<file path="config.mk">
export PLATFORM = sky130hd
export DESIGN_NAME = trace_round_controller
export DESIGN_NICKNAME = d
export VERILOG_FILES = /design/src/rtl/trace_round_controller.sv
export SDC_FILE = /design/constraint.sdc
export NUM_CORES = 1
export LEC_CHECK = 0
export CAP_MARGIN = 20
export CORE_ASPECT_RATIO = 1.75
export CORE_MARGIN = 1
export CORE_UTILIZATION = 62
export DETAILED_ROUTE_END_ITERATION = 7
export MAX_ROUTING_LAYER = met4
export PLACE_DENSITY = 0.85
export SLEW_MARGIN = 20
export SYNTH_ARGS = -nofsm -noshare
export SYNTH_HDL_FRONTEND = slang
export SYNTH_SLANG_ARGS = --single-unit
</file>
<file path="constraint.sdc">
create_clock -name clk -period 14.2 [get_ports clk]
set_input_delay 2.13 -clock clk [delete_from_list [all_inputs] [get_ports clk]]
set_output_delay 2.13 -clock clk [all_outputs]
set_load 0.005 [all_outputs]
</file>
<file path="src/rtl/trace_round_controller.sv">
`default_nettype none
// ============================================================================
// Module   : trace_round_controller
// Purpose  : Runs one game on the 4x4 trace grid. Each round shows a
//            pseudo-random target pattern and a snitch box, clears both
//            players' traces, times the trace window and then scores each
//            player's traced boxes against the target. In two-player mode it
//            also arbitrates broom-powerup clear requests between the grids.
// Revision : 1.0  initial release
// ----------------------------------------------------------------------------
// Ports
//   clk              system clock
//   reset_n          synchronous, active-low reset
//   start            level; starts a game from IDLE or GAME_OVER
//   two_player_mode  enables player 2 scoring and clear arbitration
//   p1/p2_traced     already_traced vectors read back from the grids
//   p1/p2_clear_req  reset_other_player_trace requests from the grids
//   displayed_trace  target pattern, bit i = box i
//   snitch_location  one-hot snitch box
//   show_en          high while the target is shown
//   reset_trace      one-cycle pulse clearing both grids
//   p1/p2_clear      one-cycle pulses to the grids' clear_my_trace
//   p1/p2_score      cumulative saturating scores
//   round            current round, 1-based (0 in IDLE)
//   state            IDLE=0 SHOW=1 TRACE=2 SCORE=3 GAME_OVER=4
//   game_over        high in GAME_OVER
// ============================================================================
module trace_round_controller #(
   parameter int unsigned SHOW_CYCLES  = 50000000,
   parameter int unsigned TRACE_CYCLES = 250000000,
   parameter int unsigned ROUNDS       = 8,
   parameter int unsigned COOLDOWN     = 100000000,
   parameter logic [15:0] LFSR_SEED    = 16'hACE1
) (
   input  logic        clk,
   input  logic        reset_n,
   input  logic        start,
   input  logic        two_player_mode,
   input  logic [15:0] p1_traced,
   input  logic [15:0] p2_traced,
   input  logic        p1_clear_req,
   input  logic        p2_clear_req,
   output logic [15:0] displayed_trace,
   output logic [15:0] snitch_location,
   output logic        show_en,
   output logic        reset_trace,
   output logic        p1_clear,
   output logic        p2_clear,
   output logic [7:0]  p1_score,
   output logic [7:0]  p2_score,
   output logic [3:0]  round,
   output logic [2:0]  state,
   output logic        game_over
);

   // One timer serves both the show and trace windows.
   localparam int unsigned c_TMAX = (SHOW_CYCLES > TRACE_CYCLES) ? SHOW_CYCLES : TRACE_CYCLES;
   localparam int          c_TW   = (c_TMAX < 2) ? 1 : $clog2(c_TMAX);
   localparam int          c_CW   = (COOLDOWN < 1) ? 1 : $clog2(COOLDOWN + 1);

   localparam logic [c_TW-1:0] c_SHOW_LAST  = c_TW'(SHOW_CYCLES - 1);
   localparam logic [c_TW-1:0] c_TRACE_LAST = c_TW'(TRACE_CYCLES - 1);
   localparam logic [3:0]      c_ROUNDS     = 4'(ROUNDS);
   localparam logic [c_CW-1:0] c_COOLDOWN   = c_CW'(COOLDOWN);

   typedef enum logic [2:0] {
      S_IDLE      = 3'd0,
      S_SHOW      = 3'd1,
      S_TRACE     = 3'd2,
      S_SCORE     = 3'd3,
      S_GAME_OVER = 3'd4
   } state_t;

   state_t          state_q,   state_d;
   logic [c_TW-1:0] timer_q,   timer_d;
   logic [3:0]      round_q,   round_d;
   logic [15:0]     lfsr_q,    lfsr_d;
   logic [15:0]     disp_q,    disp_d;
   logic [15:0]     snitch_q,  snitch_d;
   logic [7:0]      p1s_q,     p1s_d;
   logic [7:0]      p2s_q,     p2s_d;
   logic            rtrace_q,  rtrace_d;
   logic            p1clr_q,   p1clr_d;
   logic            p2clr_q,   p2clr_d;
   logic            p1req_q,   p1req_d;
   logic            p2req_q,   p2req_d;
   logic [c_CW-1:0] p1cd_q,    p1cd_d;
   logic [c_CW-1:0] p2cd_q,    p2cd_d;

   logic w_load;
   logic w_arb_en;
   logic w_p1_grant;
   logic w_p2_grant;

   // Points for one round: surplus of hits over misses (floored at 0),
   // plus a flat bonus when any traced box is the snitch box.
   function automatic logic [4:0] round_points(input logic [15:0] traced,
                                               input logic [15:0] target,
                                               input logic [15:0] snitch);
      logic [4:0] hit;
      logic [4:0] miss;
      logic [4:0] pts;
      hit  = 5'd0;
      miss = 5'd0;
      for (int i = 0; i < 16; i++) begin
         if (traced[i] && target[i])  hit  = hit + 5'd1;
         if (traced[i] && !target[i]) miss = miss + 5'd1;
      end
      pts = (hit > miss) ? (hit - miss) : 5'd0;
      if ((traced & snitch) != 16'h0000) pts = pts + 5'd4;
      return pts;
   endfunction

   function automatic logic [7:0] sat_add(input logic [7:0] score, input logic [4:0] pts);
      logic [8:0] sum;
      sum = {1'b0, score} + {4'b0000, pts};
      return sum[8] ? 8'hFF : sum[7:0];
   endfunction

   // A clear request counts only on its rising edge, only while tracing in
   // two-player mode, and only once the requester's cooldown has expired.
   assign w_arb_en   = (state_q == S_TRACE) && two_player_mode;
   assign w_p1_grant = w_arb_en && p1_clear_req && !p1req_q && (p1cd_q == '0);
   assign w_p2_grant = w_arb_en && p2_clear_req && !p2req_q && (p2cd_q == '0);

   always_comb begin
      state_d  = state_q;
      timer_d  = timer_q;
      round_d  = round_q;
      disp_d   = disp_q;
      snitch_d = snitch_q;
      p1s_d    = p1s_q;
      p2s_d    = p2s_q;
      rtrace_d = 1'b0;
      w_load   = 1'b0;
      // Fibonacci LFSR, taps 16,14,13,11, free-running in every state.
      lfsr_d   = {lfsr_q[14:0], lfsr_q[15] ^ lfsr_q[13] ^ lfsr_q[12] ^ lfsr_q[10]};

      case (state_q)
         S_IDLE, S_GAME_OVER: begin
            if (start) begin
               state_d = S_SHOW;
               round_d = 4'd1;
               p1s_d   = 8'd0;
               p2s_d   = 8'd0;
               w_load  = 1'b1;
            end
         end
         S_SHOW: begin
            if (timer_q == c_SHOW_LAST) begin
               state_d = S_TRACE;
               timer_d = '0;
            end else begin
               timer_d = timer_q + 1'b1;
            end
         end
         S_TRACE: begin
            if (timer_q == c_TRACE_LAST) begin
               state_d = S_SCORE;
               timer_d = '0;
            end else begin
               timer_d = timer_q + 1'b1;
            end
         end
         S_SCORE: begin
            p1s_d = sat_add(p1s_q, round_points(p1_traced, disp_q, snitch_q));
            if (two_player_mode)
               p2s_d = sat_add(p2s_q, round_points(p2_traced, disp_q, snitch_q));
            if (round_q == c_ROUNDS) begin
               state_d = S_GAME_OVER;
            end else begin
               round_d = round_q + 4'd1;
               state_d = S_SHOW;
               w_load  = 1'b1;
            end
         end
         default: state_d = S_IDLE;
      endcase

      // Entering SHOW latches a fresh target and snitch from the current LFSR
      // value and clears both grids.
      if (w_load) begin
         disp_d   = lfsr_q;
         snitch_d = 16'h0001 << lfsr_q[11:8];
         rtrace_d = 1'b1;
         timer_d  = '0;
      end

      // A grant from one player clears the other player's grid.
      p2clr_d = w_p1_grant && !rtrace_d;
      p1clr_d = w_p2_grant && !rtrace_d;
      p1req_d = p1_clear_req;
      p2req_d = p2_clear_req;

      if (w_p1_grant)         p1cd_d = c_COOLDOWN;
      else if (p1cd_q != '0)  p1cd_d = p1cd_q - 1'b1;
      else                    p1cd_d = p1cd_q;

      if (w_p2_grant)         p2cd_d = c_COOLDOWN;
      else if (p2cd_q != '0)  p2cd_d = p2cd_q - 1'b1;
      else                    p2cd_d = p2cd_q;
   end

   always_ff @(posedge clk) begin
      if (!reset_n) begin
         state_q  <= S_IDLE;
         timer_q  <= '0;
         round_q  <= 4'd0;
         lfsr_q   <= LFSR_SEED;
         disp_q   <= 16'h0000;
         snitch_q <= 16'h0000;
         p1s_q    <= 8'd0;
         p2s_q    <= 8'd0;
         rtrace_q <= 1'b0;
         p1clr_q  <= 1'b0;
         p2clr_q  <= 1'b0;
         p1req_q  <= 1'b0;
         p2req_q  <= 1'b0;
         p1cd_q   <= '0;
         p2cd_q   <= '0;
      end else begin
         state_q  <= state_d;
         timer_q  <= timer_d;
         round_q  <= round_d;
         lfsr_q   <= lfsr_d;
         disp_q   <= disp_d;
         snitch_q <= snitch_d;
         p1s_q    <= p1s_d;
         p2s_q    <= p2s_d;
         rtrace_q <= rtrace_d;
         p1clr_q  <= p1clr_d;
         p2clr_q  <= p2clr_d;
         p1req_q  <= p1req_d;
         p2req_q  <= p2req_d;
         p1cd_q   <= p1cd_d;
         p2cd_q   <= p2cd_d;
      end
   end

   assign displayed_trace = disp_q;
   assign snitch_location = snitch_q;
   assign show_en         = (state_q == S_SHOW);
   assign reset_trace     = rtrace_q;
   assign p1_clear        = p1clr_q;
   assign p2_clear        = p2clr_q;
   assign p1_score        = p1s_q;
   assign p2_score        = p2s_q;
   assign round           = round_q;
   assign state           = state_q;
   assign game_over       = (state_q == S_GAME_OVER);

endmodule
`default_nettype wire

</file>
* Yosys cells after proc, flatten, opt, wreduce, memory -nomap -nowiden *
Index checks and enable logic that the tools add are counted.

word-level totals
  register bits = 158
  output and inout port bits = 60
  word-level logic and storage cells = 411

cells by class
  add/sub/neg operators = 70
  $lt $le $gt $ge = 2
  equal/unequal tests = 12
  shift-type cells = 1
  mux-type cells = 192
  bitwise logic cells = 6
  reductions and logical operators = 111

operator list
  operator                 number
  $mux W5                  163
  $add A5 B1 Y5 const B    60
  $mux W27                 4
  $logic_and A1 B1 Y1      73
  $mux W28                 2
  $pmux W28 S2             1
  $logic_not A27 Y1        2
  $reduce_bool A27 Y1      2
  $sub A27 B1 Y27 const B  2
  $and A16 B16 Y16         2
  $mux W8                  4
  $pmux W8 S2              2
  $reduce_bool A16 Y1      2
  $add A28 B1 Y28 const B  1
  $eq A28 B26 Y1 const B   1
  $eq A28 B28 Y1 const B   1
  $logic_not A1 Y1         19
  $add A8 B5 Y9            2
  $shl A1 B4 Y16 const A   1
  $mux W3                  4
  $pmux W3 S4              1
  $add A5 B3 Y5 const B    2
  $gt A5 B5 Y1             2
  $sub A5 B5 Y5            2
  other kinds (18)         39

* Logic depth before layout (Yosys ltp) *
  depth after elaboration = 75
  depth in mapped cells = 65
  mapped depth without buffers = 64

* Worst setup path after synthesis *
OpenSTA, ideal clock, no wires.

  path type = input to register
  from = input port p1_traced[0]
  to = register p1s_q[2], in the netlist p1_score[2]
  arrival = 12.822 ns
  path slack = 1.308 ns
  stages = 63
  cell sequence = and2_1 > ha_1 > buf_2 > xnor2_1 > ha_1 > a21o_1 > a21oi_1 > nor3_1 > o21ai_0 > nand3_1 > ha_1 > xnor2_1 > mux2i_1 > xnor2_1 > o22ai_1 > inv_1 > ha_1 > xnor2_1 > [27 not listed] > mux2i_1 > a211oi_1 > xnor2_1 > ha_1 > nor2b_1 > o22ai_1 > nor2_1 > ha_1 > mux2_2 > ha_1 > inv_1 > nor2_1 > nor2_1 > o21bai_1 > inv_1 > nor3b_1 > o21ai_0 > a21oi_1

on the way
  word-level cells in the longest chain between the ends = 56
  elaborated cells on any way between the ends = 107
  classes of those cells = add/sub (33); order compare (1); mux (69); bitwise (1); reduce/logical (3)

RTL lines
  item                                           RTL line  RTL
  start: declaration                             39        input logic [15:0] p1_traced,
  $logic_and A1 B1 Y1 (on tied branches)         106, 107
  $mux W1 (on tied branches)                     106, 107
  $mux W5                                        139       case (state_q)
  $add A5 B1 Y5 (on tied branches)               106, 107
  $mux W5 (on tied branches)                     106, 107
  $mux W5                                        139
  $add A5 B1 Y5 (on tied branches)               106, 107
  $mux W5 (on tied branches)                     106, 107
  [40 not listed]                                n/a
  $sub A5 B5 Y5 or $gt A5 B5 Y1 (tied branches)  109       pts = (hit > miss) ? (hit - miss) : 5'd0;
  $mux W5                                        109
  $add A5 B3 Y5                                  110       if ((traced & snitch) != 16'h0000) pts = pts + 5'd4;
  $mux W5 (*)                                    110
  $mux W5 (*)                                    139
  $add A8 B5 Y9 (*)                              116       sum = {1'b0, score} + {4'b0000, pts};
  $mux W8 (*)                                    117       return sum[8] ? 8'hFF : sum[7:0];
  $pmux W8 S2 (*)                                139
  end signal: assignment                         228       p1s_q <= p1s_d;
  end: declaration                               80        logic [7:0] p1s_q, p1s_d;

Mark *: on every way between the ends. The rest lies on a longest branch, timed or not. The select of a mux whose other input is x is not followed.
A chain may end at the register's enable or synchronous reset.

* Worst setup path in the final report *
  from = input port p1_traced[0]
  to = register p1s_q[5], in the netlist p1_score[5]

The elaborated chain is that of the path after synthesis.

==> metrics.md <==
| Metric | Value |
|---|---|
| Result of the run | `finished clean` |
| Post-detailed-route via-to-cell ratio | `6.38` |
| Overall routed net length | `45.5 mm` |
| Synthesized netlist net count | `between 2000 and 2500` |
| Sinks on the clock net | `about 160` |
| IO Port Bufs | `between 90 and 100` |
| Sum of routed wire segments on met1 | `around 16 mm` |
| Worst clock skew | `0.00660 ns` |
| Count of final setup violators | `0` |
| Most Frequent Cell on Critical Path | `sky130_fd_sc_hd__ha_1` |
| Detailed-routed wire length on met3 | `roughly 2.0 mm` |
| Tot GR Track Use | `36.7%` |
| Highest-count cells in the layout ignoring fill and taps | `204 x sky130_fd_sc_hd__nor2_1, 197 x sky130_fd_sc_hd__nand2_1, 171 x sky130_fd_sc_hd__xnor2_1` |
| Clock tree from TritonCTS | `yes` |
| Remaining Overflow, GRT | `0` |
| Reg2reg path depth | `63` |
| Seq cells post-synth | `between 150 and 200` |
| Logic depth of the worst path, buffers included | `65` |
| Most common flop cell mapped by yosys | `sky130_fd_sc_hd__dfxtp_1` |
| Synthesized cell area | `15500 sq um` |
| Arrival time of the worst setup path | `approximately 14 ns` |
| Power per standard cell area | `205 nW/um^2` |
| Worst vdd ir | `around 0.15 mV` |
| Share of async-settable or async-resettable flops after synthesis | `0%` |
| Final design instance area without fill | `approximately 17000 sq um` |
| Critical path buffers and inverters | `6` |
| Category of cells accounting for the largest share of critical-path delay | `compound AO/OA/AOI/OAI gates` |
| Drt drc | `0` |
| Placed insts | `between 2000 and 2500` |
| Path type of the worst setup path | `primary input to flip-flop` |
| Warnings, synthesis | `0` |
| Final-report hold violation count | `0` |
| DRC violation total after the first TritonRoute iteration | `roughly 1100` |
| Type of the tightest min-delay check | `flip-flop to flip-flop` |
| Mean instance size in the synthesized netlist | `7.65 sq um` |
| Final cell count without fillers | `about 2400` |
| Maximum cell stage delay along the critical path | `around 0.47 ns` |
| RePlAce Congestion | `just over 1` |
| Average wire per standard cell | `approximately 19 microns` |
| Number of flops mapped to enable cells by yosys | `0` |
| Worst-skew pair later-pin latency | `between 0.4 and 0.5 ns` |
| Number of cells on the worst hold path | `1` |
| Final slew viol count | `0` |
| Initial antenna violation count | `0` |
| Share of the yosys chip area belonging to registers | `20.4%` |
| Number of inserted diodes | `0` |
| Vertical die dimension | `roughly 210 microns` |
| Maximum level of the CTS H-tree | `4` |
| Effective utilization at floorplan | `between 60% and 70%` |
| Crit share post-route | `between 90 and 100%` |
| CORE AREA | `roughly 25000 sq um` |
| Leading cell type in the layout, fill and taps excluded | `sky130_fd_sc_hd__nor2_1` |
| Number of fillers in the final layout | `2022` |
| Pin count of the biggest net entering global routing | `67` |
| Net total in the final layout | `2214` |
| Number of buffers created by CTS | `17` |
| Longest Clk Path Bufs | `2` |
| Sum of negative setup slack | `0 ns` |
| Worst-path cell with the longest stage delay | `sky130_fd_sc_hd__clkdlybuf4s50_1` |
| Post-Syn Instances | `about 2000` |
| Share of final-layout standard cells stronger than drive strength 1 | `~8.6%` |
| Detailed Place HPWL | `roughly 35 mm` |
| Transition time of the tightest slew-check pin | `1.08 ns` |
| Power after layout | `between 3 and 4 mW` |
| Max Clk Rate | `73.9 MHz` |
| CTS clock-pin slew for the worst setup and hold paths | `around 0.060 ns` |
| Crit end category | `flip-flop` |
| CTS Hold Bufs | `0` |
| Site row count | `76` |
| Headroom to the max-slew limit | `between 20% and 30%` |
| WP data required | `about 15 ns` |
| Pre-Repair DR Iteration Count | `5` |
| Min Tclk post-route | `approximately 14 ns` |
| Vias in the first global route | `15400` |
| Layout area overhead | `12.5%` |
| # IOs | `98` |
| MaxCap Viol Count | `0` |
| Total vias in the final route | `between 15000 and 20000` |
| Global-route wire length before repair | `about 73 mm` |
| Startpoint type of the worst setup path | `primary input` |
| Distinct cell type count after synthesis | `roughly 100` |
| Die extent in x | `around 120 microns` |
| Topmost layer with routed signal wires | `met4` |
| Maximum fanout along the worst path | `6` |
| Root Driver | `sky130_fd_sc_hd__clkbuf_16` |
| Die Footprint | `25700 sq um` |
| Met2 WL | `24.0 mm` |
| Antenna violation net count after detailed routing | `0` |
| Leak Pwr | `roughly 6.8 nW` |
| Placement-stage cell area | `16700 sq um` |
==> final timing paths <==
path                                   end                            start  slack, ns
hold reg to reg      lfsr_q[15]$_SDFF_PN1_            lfsr_q[14]$_SDFF_PN0_       0.44
setup reg to reg  p1_score[5]$_SDFFE_PN0P_  displayed_trace[2]$_SDFFE_PN0P_       2.01
setup / recovery  p1_score[5]$_SDFFE_PN0P_                     p1_traced[0]       0.67
hold / removal       lfsr_q[15]$_SDFF_PN1_            lfsr_q[14]$_SDFF_PN0_       0.44
==> repair_timing <==
item,in CTS,in global routing
resized for setup,0,36
buffers inserted,0,6
endpoints found under the hold margin,0,0
endpoints found under the setup margin,0,16
==> per-layer routing <==
layer | vias up | global-route usage (%)
met5 | - | -
met4 | 0 | 26.0
met3 | 196 | 5.17
met2 | 495 | 66.8
met1 | 7300 | 34.9
li1 | 7395 | -
==> cell usage after synthesis (7+ instances only) <==
cell / n / area [sq um]
sky130_fd_sc_hd__a211oi_1: 40 / 300
sky130_fd_sc_hd__a21o_1: 13 / 97.6
sky130_fd_sc_hd__a21oi_1: 138 / 691
sky130_fd_sc_hd__a221oi_1: 8 / 70.1
sky130_fd_sc_hd__a22o_1: 8 / 70.1
sky130_fd_sc_hd__a22oi_1: 11 / 82.6
sky130_fd_sc_hd__a311oi_1: 9 / 78.8
sky130_fd_sc_hd__a31o_2: 7 / 61.3
sky130_fd_sc_hd__a31oi_1: 18 / 113
sky130_fd_sc_hd__and2_1: 34 / 213
sky130_fd_sc_hd__and3_1: 30 / 188
sky130_fd_sc_hd__and4_1: 9 / 78.8
sky130_fd_sc_hd__buf_2: 11 / 55.1
sky130_fd_sc_hd__clkbuf_1: 68 / 255
sky130_fd_sc_hd__dfxtp_1: 158 / 3160
sky130_fd_sc_hd__ha_1: 84 / 1050
sky130_fd_sc_hd__inv_1: 58 / 218
sky130_fd_sc_hd__inv_2: 7 / 26.3
sky130_fd_sc_hd__mux2_2: 13 / 146
sky130_fd_sc_hd__mux2i_1: 20 / 200
sky130_fd_sc_hd__nand2_1: 198 / 743
sky130_fd_sc_hd__nand2b_1: 47 / 294
sky130_fd_sc_hd__nand3_1: 87 / 435
sky130_fd_sc_hd__nand3b_1: 17 / 128
sky130_fd_sc_hd__nand4_1: 21 / 131
sky130_fd_sc_hd__nor2_1: 204 / 766
sky130_fd_sc_hd__nor2b_1: 35 / 219
sky130_fd_sc_hd__nor3_1: 94 / 470
sky130_fd_sc_hd__nor3b_1: 11 / 82.6
sky130_fd_sc_hd__nor4_1: 25 / 156
sky130_fd_sc_hd__o211ai_1: 10 / 75.1
sky130_fd_sc_hd__o21a_1: 10 / 75.1
sky130_fd_sc_hd__o21ai_0: 53 / 265
sky130_fd_sc_hd__o21ai_1: 10 / 50.1
sky130_fd_sc_hd__o22ai_1: 20 / 125
sky130_fd_sc_hd__o31ai_1: 10 / 75.1
sky130_fd_sc_hd__or2_2: 9 / 56.3
sky130_fd_sc_hd__or3_1: 25 / 156
sky130_fd_sc_hd__xnor2_1: 174 / 1520
sky130_fd_sc_hd__xnor2_2: 21 / 342
sky130_fd_sc_hd__xnor3_2: 7 / 166
sky130_fd_sc_hd__xor2_1: 77 / 674
==> layout make-up <==
type                       count  area, sq um  area share [%]
clock inverter                11          108           0.616
clock buffer                  21          460            2.63
timing repair buffer         125         1190            6.79
inverter                      65          244            1.40
tap                          312          390            2.23
sequential                   158         3160            18.1
multi-input combinational   1721        11900            68.2
==> power by group <==
part | internal [mW] | total (mW) | switching, mW | leakage [nW]
clock | 0.252 | 0.447 | 0.195 | 0.274
combinational | 1.12 | 2.56 | 1.44 | 5.25
sequential | 0.508 | 0.578 | 0.0697 | 1.29
==> metrics by stage <==
stage / utilization (%) / setup WS (ns) / hold WS (ns)
2_1_floorplan: - / 1.31 / 0.411
3_3_place_gp: 67.9 / -0.0441 / 0.425
3_5_place_dp: 67.9 / -0.293 / 0.426
4_1_cts: 70.2 / 0.107 / 0.440
5_1_grt: 71.0 / -0.117 / 0.455
6_report: 71.0 / 0.666 / 0.438
==> sequential cells by signal, summed over array words and instances (netlist names), 8 cells and up <==
register	cells
timer_q	28
p1cd_q	27
p2cd_q	27
displayed_trace	16
lfsr_q	16
snitch_location	16
p1_score	8
p2_score	8
==> cells by family (layout without fill, tap and decap cells) <==
| group | count (synthesis) | in the layout | synth area share, % |
|---|---|---|---|
| flops | 158 | 158 | 20.4 |
| simple gates | 879 | 879 | 28.3 |
| xor+xnor | 289 | 289 | 18.9 |
| compound gates | 428 | 428 | 18.7 |
| buf+inv | 153 | 222 | 3.93 |
| fa+ha+maj | 91 | 91 | 7.48 |
| mux | 34 | 34 | 2.33 |
(Power assumes the default switching activity.)
